`src/rtl/systolic_tile_sequencer.sv`:
```
// Tile sequencer for a 4x4 systolic array: clears, feeds skewed A/B lanes,
// drains the wavefront and streams each output tile row-by-row to the result buffer.
module systolic_tile_sequencer #(
    parameter int MATRIX_SIZE = 8,
    parameter int ARRAY_SIZE  = 4,
    parameter int ADDR_W      = 6
) (
    input  logic                                          clk,
    input  logic                                          reset,
    input  logic                                          start,
    input  logic                                          res_ready,
    output logic                                          busy,
    output logic                                          done,
    output logic                                          pe_clear,
    output logic                                          pe_en,
    output logic [ARRAY_SIZE-1:0]                         a_valid,
    output logic [ARRAY_SIZE-1:0]                         b_valid,
    output logic [ARRAY_SIZE*ADDR_W-1:0]                  a_addr,
    output logic [ARRAY_SIZE*ADDR_W-1:0]                  b_addr,
    output logic                                          res_we,
    output logic [$clog2(ARRAY_SIZE)-1:0]                 res_row,
    output logic [ADDR_W-1:0]                             res_addr,
    output logic [$clog2((MATRIX_SIZE/ARRAY_SIZE)**2)-1:0] tile_idx
);

    localparam int N         = MATRIX_SIZE;
    localparam int A         = ARRAY_SIZE;
    localparam int T         = N / A;
    localparam int FEED_LEN  = N + A - 1;
    localparam int DRAIN_LEN = 2 * (A - 1);
    localparam int CNT_W     = $clog2(FEED_LEN + 1);
    localparam int TR_W      = (T > 1) ? $clog2(T) : 1;
    localparam int RW        = $clog2(A);
    localparam int TI_W      = $clog2(T * T);

    if (MATRIX_SIZE % ARRAY_SIZE != 0) begin : g_bad_size
        $error("MATRIX_SIZE must be a multiple of ARRAY_SIZE");
    end
    if ((2 ** ADDR_W) < MATRIX_SIZE * MATRIX_SIZE) begin : g_bad_addr
        $error("ADDR_W too narrow for MATRIX_SIZE^2 words");
    end

    typedef enum logic [2:0] {
        S_IDLE, S_CLEAR, S_FEED, S_DRAIN, S_STORE, S_NEXT, S_FIN
    } state_t;

    state_t             state_q, nxt_state;
    logic [CNT_W-1:0]   t_q, nxt_t;
    logic [RW-1:0]      r_q, nxt_r;
    logic [TR_W-1:0]    row_q, nxt_row, col_q, nxt_col;

    logic [A-1:0]        av_n;
    logic [A*ADDR_W-1:0] aa_n, ba_n;
    logic [ADDR_W-1:0]   raddr_n;

    always_comb begin
        nxt_state = state_q;
        nxt_t     = t_q;
        nxt_r     = r_q;
        nxt_row   = row_q;
        nxt_col   = col_q;
        unique case (state_q)
            S_IDLE: begin
                if (start) begin
                    nxt_state = S_CLEAR;
                    nxt_row   = '0;
                    nxt_col   = '0;
                end
            end
            S_CLEAR: begin
                nxt_state = S_FEED;
                nxt_t     = '0;
            end
            S_FEED: begin
                if (t_q == CNT_W'(FEED_LEN - 1)) begin
                    nxt_state = S_DRAIN;
                    nxt_t     = '0;
                end else begin
                    nxt_t = t_q + 1'b1;
                end
            end
            S_DRAIN: begin
                if (t_q == CNT_W'(DRAIN_LEN - 1)) begin
                    nxt_state = S_STORE;
                    nxt_r     = '0;
                end else begin
                    nxt_t = t_q + 1'b1;
                end
            end
            S_STORE: begin
                if (res_ready) begin
                    if (r_q == RW'(A - 1)) nxt_state = S_NEXT;
                    else                   nxt_r = r_q + 1'b1;
                end
            end
            S_NEXT: begin
                nxt_state = S_CLEAR;
                if (col_q == TR_W'(T - 1)) begin
                    nxt_col = '0;
                    if (row_q == TR_W'(T - 1)) begin
                        nxt_row   = '0;
                        nxt_state = S_FIN;
                    end else begin
                        nxt_row = row_q + 1'b1;
                    end
                end else begin
                    nxt_col = col_q + 1'b1;
                end
            end
            S_FIN:   nxt_state = S_IDLE;
            default: nxt_state = S_IDLE;
        endcase
    end

    // Outputs are computed from the next state so they register in step with it.
    always_comb begin
        av_n = '0;
        aa_n = '0;
        ba_n = '0;
        for (int i = 0; i < A; i++) begin
            if (nxt_state == S_FEED && nxt_t >= CNT_W'(i) &&
                nxt_t < CNT_W'(i + N)) begin
                av_n[i] = 1'b1;
                aa_n[i*ADDR_W +: ADDR_W] =
                    (ADDR_W'(nxt_row) * ADDR_W'(A) + ADDR_W'(i)) * ADDR_W'(N) +
                    ADDR_W'(nxt_t - CNT_W'(i));
                ba_n[i*ADDR_W +: ADDR_W] =
                    ADDR_W'(nxt_t - CNT_W'(i)) * ADDR_W'(N) +
                    ADDR_W'(nxt_col) * ADDR_W'(A) + ADDR_W'(i);
            end
        end
        raddr_n = (ADDR_W'(nxt_row) * ADDR_W'(A) + ADDR_W'(nxt_r)) * ADDR_W'(N) +
                  ADDR_W'(nxt_col) * ADDR_W'(A);
    end

    always_ff @(posedge clk) begin
        if (reset) begin
            state_q  <= S_IDLE;
            t_q      <= '0;
            r_q      <= '0;
            row_q    <= '0;
            col_q    <= '0;
            busy     <= 1'b0;
            done     <= 1'b0;
            pe_clear <= 1'b0;
            pe_en    <= 1'b0;
            a_valid  <= '0;
            b_valid  <= '0;
            a_addr   <= '0;
            b_addr   <= '0;
            res_we   <= 1'b0;
            res_row  <= '0;
            res_addr <= '0;
            tile_idx <= '0;
        end else begin
            state_q  <= nxt_state;
            t_q      <= nxt_t;
            r_q      <= nxt_r;
            row_q    <= nxt_row;
            col_q    <= nxt_col;
            busy     <= nxt_state != S_IDLE;
            done     <= nxt_state == S_FIN;
            pe_clear <= nxt_state == S_CLEAR;
            pe_en    <= nxt_state == S_FEED || nxt_state == S_DRAIN;
            a_valid  <= av_n;
            b_valid  <= av_n;
            a_addr   <= aa_n;
            b_addr   <= ba_n;
            res_we   <= nxt_state == S_STORE;
            res_row  <= (nxt_state == S_STORE) ? nxt_r : '0;
            res_addr <= (nxt_state == S_STORE) ? raddr_n : '0;
            if (nxt_state == S_CLEAR)
                tile_idx <= TI_W'(nxt_row) * TI_W'(T) + TI_W'(nxt_col);
        end
    end

endmodule
```
`config.mk`:
```
export PLATFORM = sky130hd
export DESIGN_NAME = systolic_tile_sequencer
export DESIGN_NICKNAME = d
export VERILOG_FILES = /design/src/rtl/systolic_tile_sequencer.sv
export SDC_FILE = /design/constraint.sdc
export NUM_CORES = 1
export LEC_CHECK = 0
export ABC_AREA = 1
export BUFFER_PORTS_ARGS = -buffer_cell sky130_fd_sc_hd__buf_2
export CORE_MARGIN = 2
export CORE_UTILIZATION = 45
export DETAILED_ROUTE_END_ITERATION = 10
export PLACE_DENSITY = 0.81
export REMOVE_ABC_BUFFERS = 1
export SYNTH_ARGS = -nofsm -noshare
export SYNTH_HDL_FRONTEND = slang
export SYNTH_SLANG_ARGS = --single-unit
export TNS_END_PERCENT = 20
```
`constraint.sdc`:
```
create_clock -name clk -period 6.6 [get_ports clk]
set_input_delay 1.98 -clock clk [delete_from_list [all_inputs] [get_ports clk]]
set_output_delay 1.98 -clock clk [all_outputs]
set_load 0.03 [all_outputs]
```
==> results_dict.tcl, run 1 <==
set metrics [dict create \
    clock.fmax_mhz 336 \
    grt-busiest-layer "met2" \
    yosysTopAreaCell "dfxtp_1" \
    crit_path_end_kind "register" \
    cpMostUsedCell "nand2_1" \
    overflow 0 \
    start_util_pct 46.0 \
    fin_area_sq_um 2860 \
    critical_path.top_delay_family "simple AND/OR/NAND/NOR gates" \
    grt_pass1_vias 1824 \
    grt_pass1_wl_um 7960 \
    hold_viol 0 \
    place_congestion 0.905 \
    layout.nets 382 \
    p_int_mw 0.453 \
    switching_share_pct 27.4 \
    max_cap_viol_count 0 \
    use_met1_pct 19.2 \
    slew_headroom_pct 65.5 \
    cts_setup_buffers 0 \
    criticalPathCategory "in -> reg" \
    clkPwrFrac_pct 29.9 \
    rows 27 \
    p_per_area_nw_per_um2 218 \
    io_buffers 67 \
    synth_area_sq_um 2520 \
    grtUsageTotal_pct 16.5 \
    fin_tns_setup_ps 0 \
    synthCells 310 \
    r2r-start "t_q[1]$_SDFF_PP0_" \
    worst_path_max_delay_cell "nor3_1" \
    cts_sinks 56 \
    cts_tree "yes" \
    outcome "finished, final reports clean" \
    ioPinCount 75 \
    n_antenna_cell 0 \
    synthTopCellsByArea "dfxtp_1, nand2_1, buf_4, nor2_1, ha_1" \
    r2r_setup_slack_ps 3890 \
    ctsResizeCount 0 \
    floorplan.core_area_sq_um 5470 \
    final_util_pct 52.3 \
    fin_crit_sh_pct 45.1 \
    ant_nets 0 \
    synth_cell_type_count 28 \
    p_sw_mw 0.171 \
    crit_required_ps 6810 \
    die_area_sq_um 6210 \
    routed_wl_um 5070 \
    vdd_drop_max_mv 0.165 \
    synth_seq_area_share_pct 44.5 \
    r2r_end "a_addr[11]$_SDFF_PP0_" \
    rsz0062_at_grt "no" \
    clock_skew_ps 11.1 \
    grt_max_degree 17 \
    met2_usage_pct 29.4 \
    layout-drive-gt1-share_pct 30.5 \
    ys_ff_latch 56 \
    min_to "tile_idx[1]$_SDFFE_PP0P_" \
    yosysTopAreaCellShare_pct 44.5 \
    holdPathStages 2 \
    place_area_sq_um 2770 \
    maxSlewViolCount 0 \
    crit_arrival_ps 3180 \
    die_w_um 78.8 \
    clockBufferDepth 2 \
    antenna_found_initial 0 \
    worst_path_largest_cell_delay_ps 330 \
    setup_viol 0 \
    hp-class "reg -> reg" \
    cts_buffers 5 \
    wl_per_cell_um 11.6 \
    drtPass1Iterations 5 \
    fin_ws_ps 3620 \
    dr_total_vias 2028 \
    path_buf_inv 2 \
    areaGrowthSynthToFinish_pct 13.7 \
    worstPathMaxFanout 4 \
    place_ws_ps 3390 \
    hpwl_um 3920 \
    final_cell_mix "buf_2, nand2_1, dfxtp_1" \
    r2r_cells 19 \
    ys_warn_count 0 \
    layout_commonest_cell "buf_2" \
    hold_path_startpoint "tile_idx[1]$_SDFFE_PP0P_" \
    comb_power_share_pct 14.1 \
    fillers 537 \
    use_met3_pct 3.18 \
    clock_latency_ps 310 \
    vias_per_cell 4.65 \
    drc 0 \
    die_h_um 78.8 \
    avgSynthCellArea_sq_um 8.13 \
    worstMarginPinSlew_ps 517 \
    clkTransAtPathRegs_ps 90 \
    h-tree-depth 2 \
    cp-start-kind "input pin" \
    root_buffer "clkbuf_8" \
    crit_chain "buf_2 -> nand2_1 -> nor3_1 -> nand2_1 -> nand2_1 -> nand2_1 -> inv_1 -> nand2_1 -> nand2_1 -> nor2_1" \
    leakagePower_nw 1.62 \
    cts_hold_buf 0 \
    first_iter_violations 137 \
    seqPwrFrac_pct 55.9 \
    finalWorstPathRequiredPeriod_ps 2980 \
]
## synth_stat cells, drive strengths merged
cell / count
o21ai: 4
or2: 2
and2: 1
nand3b: 1
nand2: 67
dfxtp: 56
clkbuf: 1
xor2: 1
buf: 26
nor2: 55
a21oi: 14
nor3b: 1
ha: 14
nor3: 3
conb: 1
a211oi: 1
nand3: 18
inv: 43
o211ai: 1
## stage by stage
step / hold slack (ps) / std cells / power (mW)
floorplan: 502 / 290 / 0.423
global placement: 479 / 429 / 0.442
detailed placement: 474 / 429 / 0.444
CTS: 494 / 436 / 0.627
global route: 523 / 436 / 0.651
finish: 497 / 436 / 0.624
## power groups by stage
stage               logic (mW)  registers (mW)  clock network [mW]
finish                  0.0881           0.349               0.187
global route            0.0976           0.350               0.203
global placement        0.0850           0.357                   0
CTS                     0.0880           0.349               0.190
detailed placement      0.0872           0.357                   0
floorplan               0.0518           0.372                   0
## logic make-up (layout without fill, tap and decap cells)
| logic type | after synthesis | in the layout | share of synthesized area, % |
|---|---|---|---|
| AOI/OAI and AO/OA | 20 | 20 | 4.62 |
| xor gates and xnor gates | 1 | 1 | 0.348 |
| adders and majority gates | 14 | 14 | 6.95 |
| buffers and inverters | 70 | 117 | 14.3 |
| DFF | 56 | 56 | 44.5 |
| other | 1 | 8 | 0.149 |
| and+or+nand+nor | 148 | 148 | 29.1 |
## worst max-delay path by stage
stage / from / end / slack (ps) / cells past startpoint
3_5_place_dp: res_ready / res_row[0]$_SDFF_PP0_ / 3390 / 9
6_report: res_ready / tile_idx[0]$_SDFFE_PP0P_ / 3620 / 10
4_1_cts: res_ready / tile_idx[0]$_SDFFE_PP0P_ / 3680 / 10
5_1_grt: res_ready / tile_idx[0]$_SDFFE_PP0P_ / 3480 / 10
3_3_place_gp: res_ready / b_addr[8]$_SDFF_PP0_ / 3460 / 8
2_1_floorplan: res_ready / res_row[0]$_SDFF_PP0_ / 3680 / 8
## layer usage
| metal | share of wire [%] | vias up |
|---|---|---|
| met5 | 0 | - |
| met4 | 2.0 | 0 |
| met3 | 5.9 | 7 |
| met2 | 51 | 66 |
| met1 | 41 | 934 |
| li1 | - | 1021 |
## tightest hold or removal path, stage by stage (launching register included)
cell     delay (ps)
dfxtp_1         320
nor2_1           90
nor2_1           50
## layout make-up
type                    instances  area [sq um]  area share, %
clock buffers                   6          82.6           2.88
inverters                      43           161           5.64
flip-flops and latches         56          1120           39.1
multi-input cells             191          1060           37.2
well taps                      72          90.1           3.15
repair buffers                 67           335           11.7
clock inverters                 1          8.76          0.306
## registers in the layout, summed over array words and instances (netlist names), 2 cells and up
| signal | flops |
|---|---|
| a_addr | 23 |
| tile_idx | 2 |
| b_addr | 7 |
| state_q | 3 |
| res_addr | 3 |
| t_q | 4 |
| r_q | 2 |
| b_valid | 4 |
Power figures use the tool's default switching activity.
==> run 2, diff against run 1 <==
- ABC_AREA: 1 -> 0
- clock period: 6.6 -> 2.78 ns (I/O delays scaled with it)
==> results_dict.tcl, run 2 <==
set metrics [dict create \
    outcome "finished, final reports clean" \
    yosysTopAreaCell "dfxtp_1" \
    synthTopCellsByArea "dfxtp_1, buf_4, ha_1, nor2_1, inv_1" \
    ys_ff_latch 56 \
    switching_share_pct 26.3 \
    criticalPathCategory "reg -> reg" \
    hold_viol 0 \
    die_w_um 78.6 \
    synthMuxAreaShare_pct 2.60 \
    cts_buffers 5 \
    ys_warn_count 0 \
    met2_length_um 2520 \
    synth_seq_area_share_pct 44.8 \
    rsz0062_at_grt "yes" \
    vias_per_cell 4.86 \
    p_int_mw 1.18 \
    synth_cell_type_count 60 \
    antenna_found_initial 0 \
    io_buffers 67 \
    synth_edf_count 0 \
    cts_tree "yes" \
    worstPathMaxFanout 8 \
    multiInputGateArea_sq_um 1160 \
    fin_crit_sh_pct 95.2 \
    setup_viol 0 \
    worst_path_largest_cell_delay_ps 350 \
    worst_path_max_delay_cell "dfxtp_1" \
    cts_setup_buffers 0 \
    fin_area_sq_um 2990 \
    synthCells 257 \
    floorplan.core_area_sq_um 5440 \
    overflow 0 \
    grt_max_degree 18 \
    vdd_drop_max_mv 0.243 \
    cts_sinks 56 \
    avgSynthCellArea_sq_um 9.73 \
    routed_wl_um 4990 \
    n_antenna_cell 0 \
    crit_arrival_ps 2850 \
    synth-simple-area-share_pct 18.2 \
    regArea_sq_um 1120 \
    ioPinCount 75 \
    crit_path_end_kind "register" \
    synth_top_family_by_area "simple AND/OR/NAND/NOR gates" \
    clockBufferDepth 2 \
    die_area_sq_um 6170 \
    largest-register "a_addr" \
    ys.flop_type "dfxtp_1" \
    synth_compound_area_share_pct 13.0 \
    drc 0 \
    rows 27 \
    ant_nets 0 \
    layout.nets 337 \
    place_congestion 0.858 \
    comb_power_share_pct 15.1 \
    p_per_area_nw_per_um2 537 \
    crit_required_ps 2980 \
    grt_pass1_vias 1805 \
    h-tree-depth 2 \
    largest_reg_flops 23 \
    ys_top_cells_by_count "dfxtp_1, nor2_1, buf_4" \
    clkTransAtPathRegs_ps 100 \
    hp-class "reg -> reg" \
    areaGrowthSynthToFinish_pct 19.5 \
    leakagePower_nw 1.52 \
    final_cell_mix "buf_2, dfxtp_1, nor2_1" \
    first_iter_violations 86 \
    synth_area_sq_um 2500 \
    wl_met3_um 306 \
    cp-start-kind "register" \
    clock.fmax_mhz 378 \
    layout-drive-gt1-share_pct 36.9 \
    drtPass1Iterations 4 \
    grtUsageTotal_pct 16.6 \
    grt_pass1_wl_um 8080 \
    crit_chain "ha_1 -> and3b_2 -> nand3_2 -> nand2b_4 -> a21oi_4 -> ha_1 -> nor4b_2 -> ha_2 -> xnor2_2 -> xnor2_1 -> nor2_1" \
    largest_registers "a_addr: 23 flops, b_addr: 7 flops" \
    place_area_sq_um 2820 \
    layout_commonest_cell "buf_2" \
    clock_latency_ps 310 \
    synth_xor_area_share_pct 2.10 \
    dr_total_vias 1907 \
    root_buffer "clkbuf_8" \
    cpMostUsedCell "ha_1" \
    synth_fa_ha_area_share_pct 7.00 \
    wl_per_cell_um 12.7 \
    maxSlewViolCount 0 \
    die_h_um 78.6 \
    yosysTopAreaCellShare_pct 44.8 \
    highest_layer "met4" \
    start_util_pct 46.0 \
    p_sw_mw 0.421 \
    power.total_mw 1.60 \
    wl_met1_um 2120 \
    yosysMostFrequentCell "dfxtp_1" \
    clock_skew_ps 7.93 \
    seqPwrFrac_pct 51.9 \
    max_cap_viol_count 0 \
    hpwl_um 3640 \
    async_flop_share_pct 0 \
    clkPwrFrac_pct 33.0 \
    fillers 482 \
    finalWorstPathRequiredPeriod_ps 2650 \
]
run 2: layer usage:
metal / up-vias / GRT usage, %
met1: 885 / 19.4
met3: 4 / 4.02
li1: 951 / -
met2: 67 / 29.7
met4: 0 / 4.91
met5: - / 0
run 2: what timing repair did:
| item | CTS | global route |
|---|---|---|
| hold buffers | 0 | 0 |
| pin swaps | 0 | 3 |
| gates resized for setup | 4 | 9 |
| endpoints found under the setup margin | 1 | 17 |
run 2: cell type report:
cell class                      instances  share of cell area (%)
Sequential cell                        56                    37.6
Clock inverter                          2                    1.30
Timing Repair Buffer                   79                    14.2
Clock buffer                            6                    2.43
Multi-Input combinational cell        156                    38.8
Inverter                               21                    2.64
Tap cell                               72                    3.02
run 2: power by group through the flow:
stage | sequential [mW] | combinational, mW | clock [mW]
5_1_grt | 0.835 | 0.262 | 0.580
3_5_place_dp | 0.850 | 0.223 | 0
2_1_floorplan | 0.888 | 0.123 | 0
6_report | 0.832 | 0.242 | 0.530
4_1_cts | 0.831 | 0.227 | 0.546
3_3_place_gp | 0.849 | 0.220 | 0
run 2: stage by stage:
stage          TNS [ps]  std cells  hold slack, ps  utilization, %  setup slack, ps
6_report              0        392             504            54.9              133
5_1_grt           -38.3        392             578            54.9            -26.3
4_1_cts               0        392             513            54.1             45.5
3_5_place_dp      -50.8        384             486            51.8            -50.8
3_3_place_gp          0        384             474            51.8              111
2_1_floorplan         0        233             542               -              126
run 2: critical path, delay by kind of cell, from the launching register on:
kind / cells / cell delay (ps)
xor gates and xnor gates: 2 / 250
DFF: 1 / 350
adders and majority gates: 3 / 760
AOI/OAI and AO/OA: 1 / 300
and+or+nand+nor: 5 / 860
run 2: path summary, 6_finish.rpt:
check,startpoint,end,slack [ps],depth (start not counted)
max,t_q[0]$_SDFF_PP0_,a_addr[11]$_SDFF_PP0_,130,11
min,tile_idx[1]$_SDFFE_PP0P_,tile_idx[1]$_SDFFE_PP0P_,500,2
max reg2reg,t_q[0]$_SDFF_PP0_,a_addr[11]$_SDFF_PP0_,130,11
min reg2reg,tile_idx[1]$_SDFFE_PP0P_,tile_idx[1]$_SDFFE_PP0P_,500,2
run 2: cells by family after synthesis:
logic type,after synthesis
XOR/XNOR,6
adder cells (fa/ha/maj),14
flip-flops,56
buffers and inverters,52
AND/OR/NAND/NOR,85
other,1
multiplexers,5
AO/OA/AOI/OAI,38
==> run 3, diff against run 2 <==
- ABC_AREA: 0 -> 1
- CORE_ASPECT_RATIO: not set -> 1.2
==> results_dict.tcl, run 3 (synthesized netlist as in run 1, its figures left out) <==
set metrics [dict create \
    die_h_um 86.0 \
    place_ws_ps 166 \
    setup_viol 0 \
    clock_latency_ps 310 \
    cts_sinks 56 \
    h-tree-depth 2 \
    drc 0 \
    outcome "finished, final reports clean" \
    maxSlewViolCount 0 \
    clock_skew_ps 3.80 \
    use_met3_pct 2.70 \
    dr_total_vias 1932 \
    die_area_sq_um 6220 \
    overflow 0 \
    io_buffers 67 \
    largest_registers "a_addr: 23 flops, b_addr: 7 flops" \
    crit_arrival_ps 2760 \
    cts_buffers 5 \
    fin_area_sq_um 2870 \
    finalWorstPathRequiredPeriod_ps 2560 \
    worst_path_largest_cell_delay_ps 380 \
    clkTransAtPathRegs_ps 100 \
    cp-start-kind "register" \
    crit_chain "inv_1 -> ha_1 -> nand3_1 -> nand2_2 -> or2_2 -> nand3_4 -> inv_2 -> ha_1 -> nand2_1 -> nand2_1 -> nand2_1 -> nand2_1 -> ha_1 -> nand3_1 -> nand2_1 -> nand2_1 -> inv_1 -> nor2_1 -> nor2_1" \
    fillers 511 \
    grt_pass1_wl_um 7960 \
    hp-class "reg -> reg" \
    met2_usage_pct 28.6 \
    start_util_pct 47.2 \
    layout_commonest_cell "buf_2" \
    place_congestion 0.896 \
    dp_cells 419 \
    grt_pass1_vias 1811 \
    clockBufferDepth 2 \
    rows 29 \
    worstMarginPinSlew_ps 688 \
    final_util_pct 53.9 \
    stdcell_count 427 \
    p_per_area_nw_per_um2 520 \
    fin_crit_sh_pct 91.9 \
    ant_nets 0 \
    drtPass1Iterations 4 \
    floorplan.core_area_sq_um 5330 \
    largest-register "a_addr" \
    hold_viol 0 \
    largest_reg_flops 23 \
    whs_ps 501 \
    cts_setup_buffers 0 \
    slew_headroom_pct 54.2 \
    criticalPathCategory "reg -> reg" \
    max_cap_viol_count 0 \
    crit_path_end_kind "register" \
    root_buffer "clkbuf_8" \
    layout.nets 382 \
    cpMostUsedCell "nand2_1" \
    hpwl_um 3830 \
    cts_tree "yes" \
    routed_wl_um 4950 \
    final_cell_mix "buf_2, nand2_1, dfxtp_1" \
    fin_ws_ps 224 \
    use_met1_pct 19.2 \
    antenna_found_initial 0 \
    crit_required_ps 2990 \
    worst_path_max_delay_cell "dfxtp_4" \
    die_w_um 72.3 \
    grtUsageTotal_pct 16.5 \
    areaGrowthSynthToFinish_pct 14.1 \
    layout-drive-gt1-share_pct 31.8 \
    worstPathMaxFanout 7 \
    grt-busiest-layer "met2" \
    place_area_sq_um 2760 \
    first_iter_violations 91 \
    grt_max_degree 18 \
    ioPinCount 75 \
    leakagePower_nw 1.62 \
    wl_per_cell_um 11.6 \
    vias_per_cell 4.52 \
    n_antenna_cell 0 \
    clock.fmax_mhz 391 \
    vdd_drop_max_mv 0.297 \
]
run 3: cell types whose count changed in the layout (fill, tap and decap cells not counted), sizes merged, moves of 12 or more:
cell	delta
nand2	+59
nand3	+13
nor2	+14
buf	-12
inv	+21
run 3: cell type report:
class                      count  area (sq um)  area share, %
sequential                    56          1130           39.2
multi-input combinational    191          1070           37.4
tap                           62          77.6           2.70
clock buffer                   6          82.6           2.87
timing repair buffer          67           335           11.7
inverter                      43           161           5.62
clock inverter                 2          15.0          0.522
run 3: repair_timing:
| item | CTS | global route |
|---|---|---|
| hold buffers | 0 | 0 |
| setup endpoints to repair | 0 | 2 |
| gates resized for setup | 0 | 6 |
run 3: per-layer routing:
| layer | vias to the layer above | share of wire (%) |
|---|---|---|
| met4 | 0 | 2.9 |
| li1 | 1018 | - |
| met2 | 42 | 51 |
| met3 | 10 | 3.7 |
| met5 | - | 0 |
| met1 | 862 | 43 |
run 3: final timing paths:
| check | start | end | slack, ps | depth (start not counted) |
|---|---|---|---|---|
| max | t_q[1]$_SDFF_PP0_ | a_addr[11]$_SDFF_PP0_ | 220 | 19 |
| min | tile_idx[0]$_SDFFE_PP0P_ | tile_idx[0]$_SDFFE_PP0P_ | 500 | 2 |
| max reg2reg | t_q[1]$_SDFF_PP0_ | a_addr[11]$_SDFF_PP0_ | 220 | 19 |
| min reg2reg | tile_idx[0]$_SDFFE_PP0P_ | tile_idx[0]$_SDFFE_PP0P_ | 500 | 2 |
run 3: metrics by stage:
stage	setup TNS (ps)	power [mW]
floorplan	0	1.00
CTS	0	1.51
detailed placement	0	1.05
global route	-7.68	1.56
global placement	0	1.05
finish	0	1.49
run 3: worst max-delay path, delay by kind of cell (launching register included):
kind,cells,cell delay (ps)
simple gates,13,1250
buf+inv,3,180
flops,1,380
fa+ha+maj,3,630
run 3: power breakdown:
group	internal (mW)	total [mW]	switching, mW
logic	0.0577	0.205	0.147
registers	0.819	0.828	0.00949
clock network	0.202	0.462	0.260
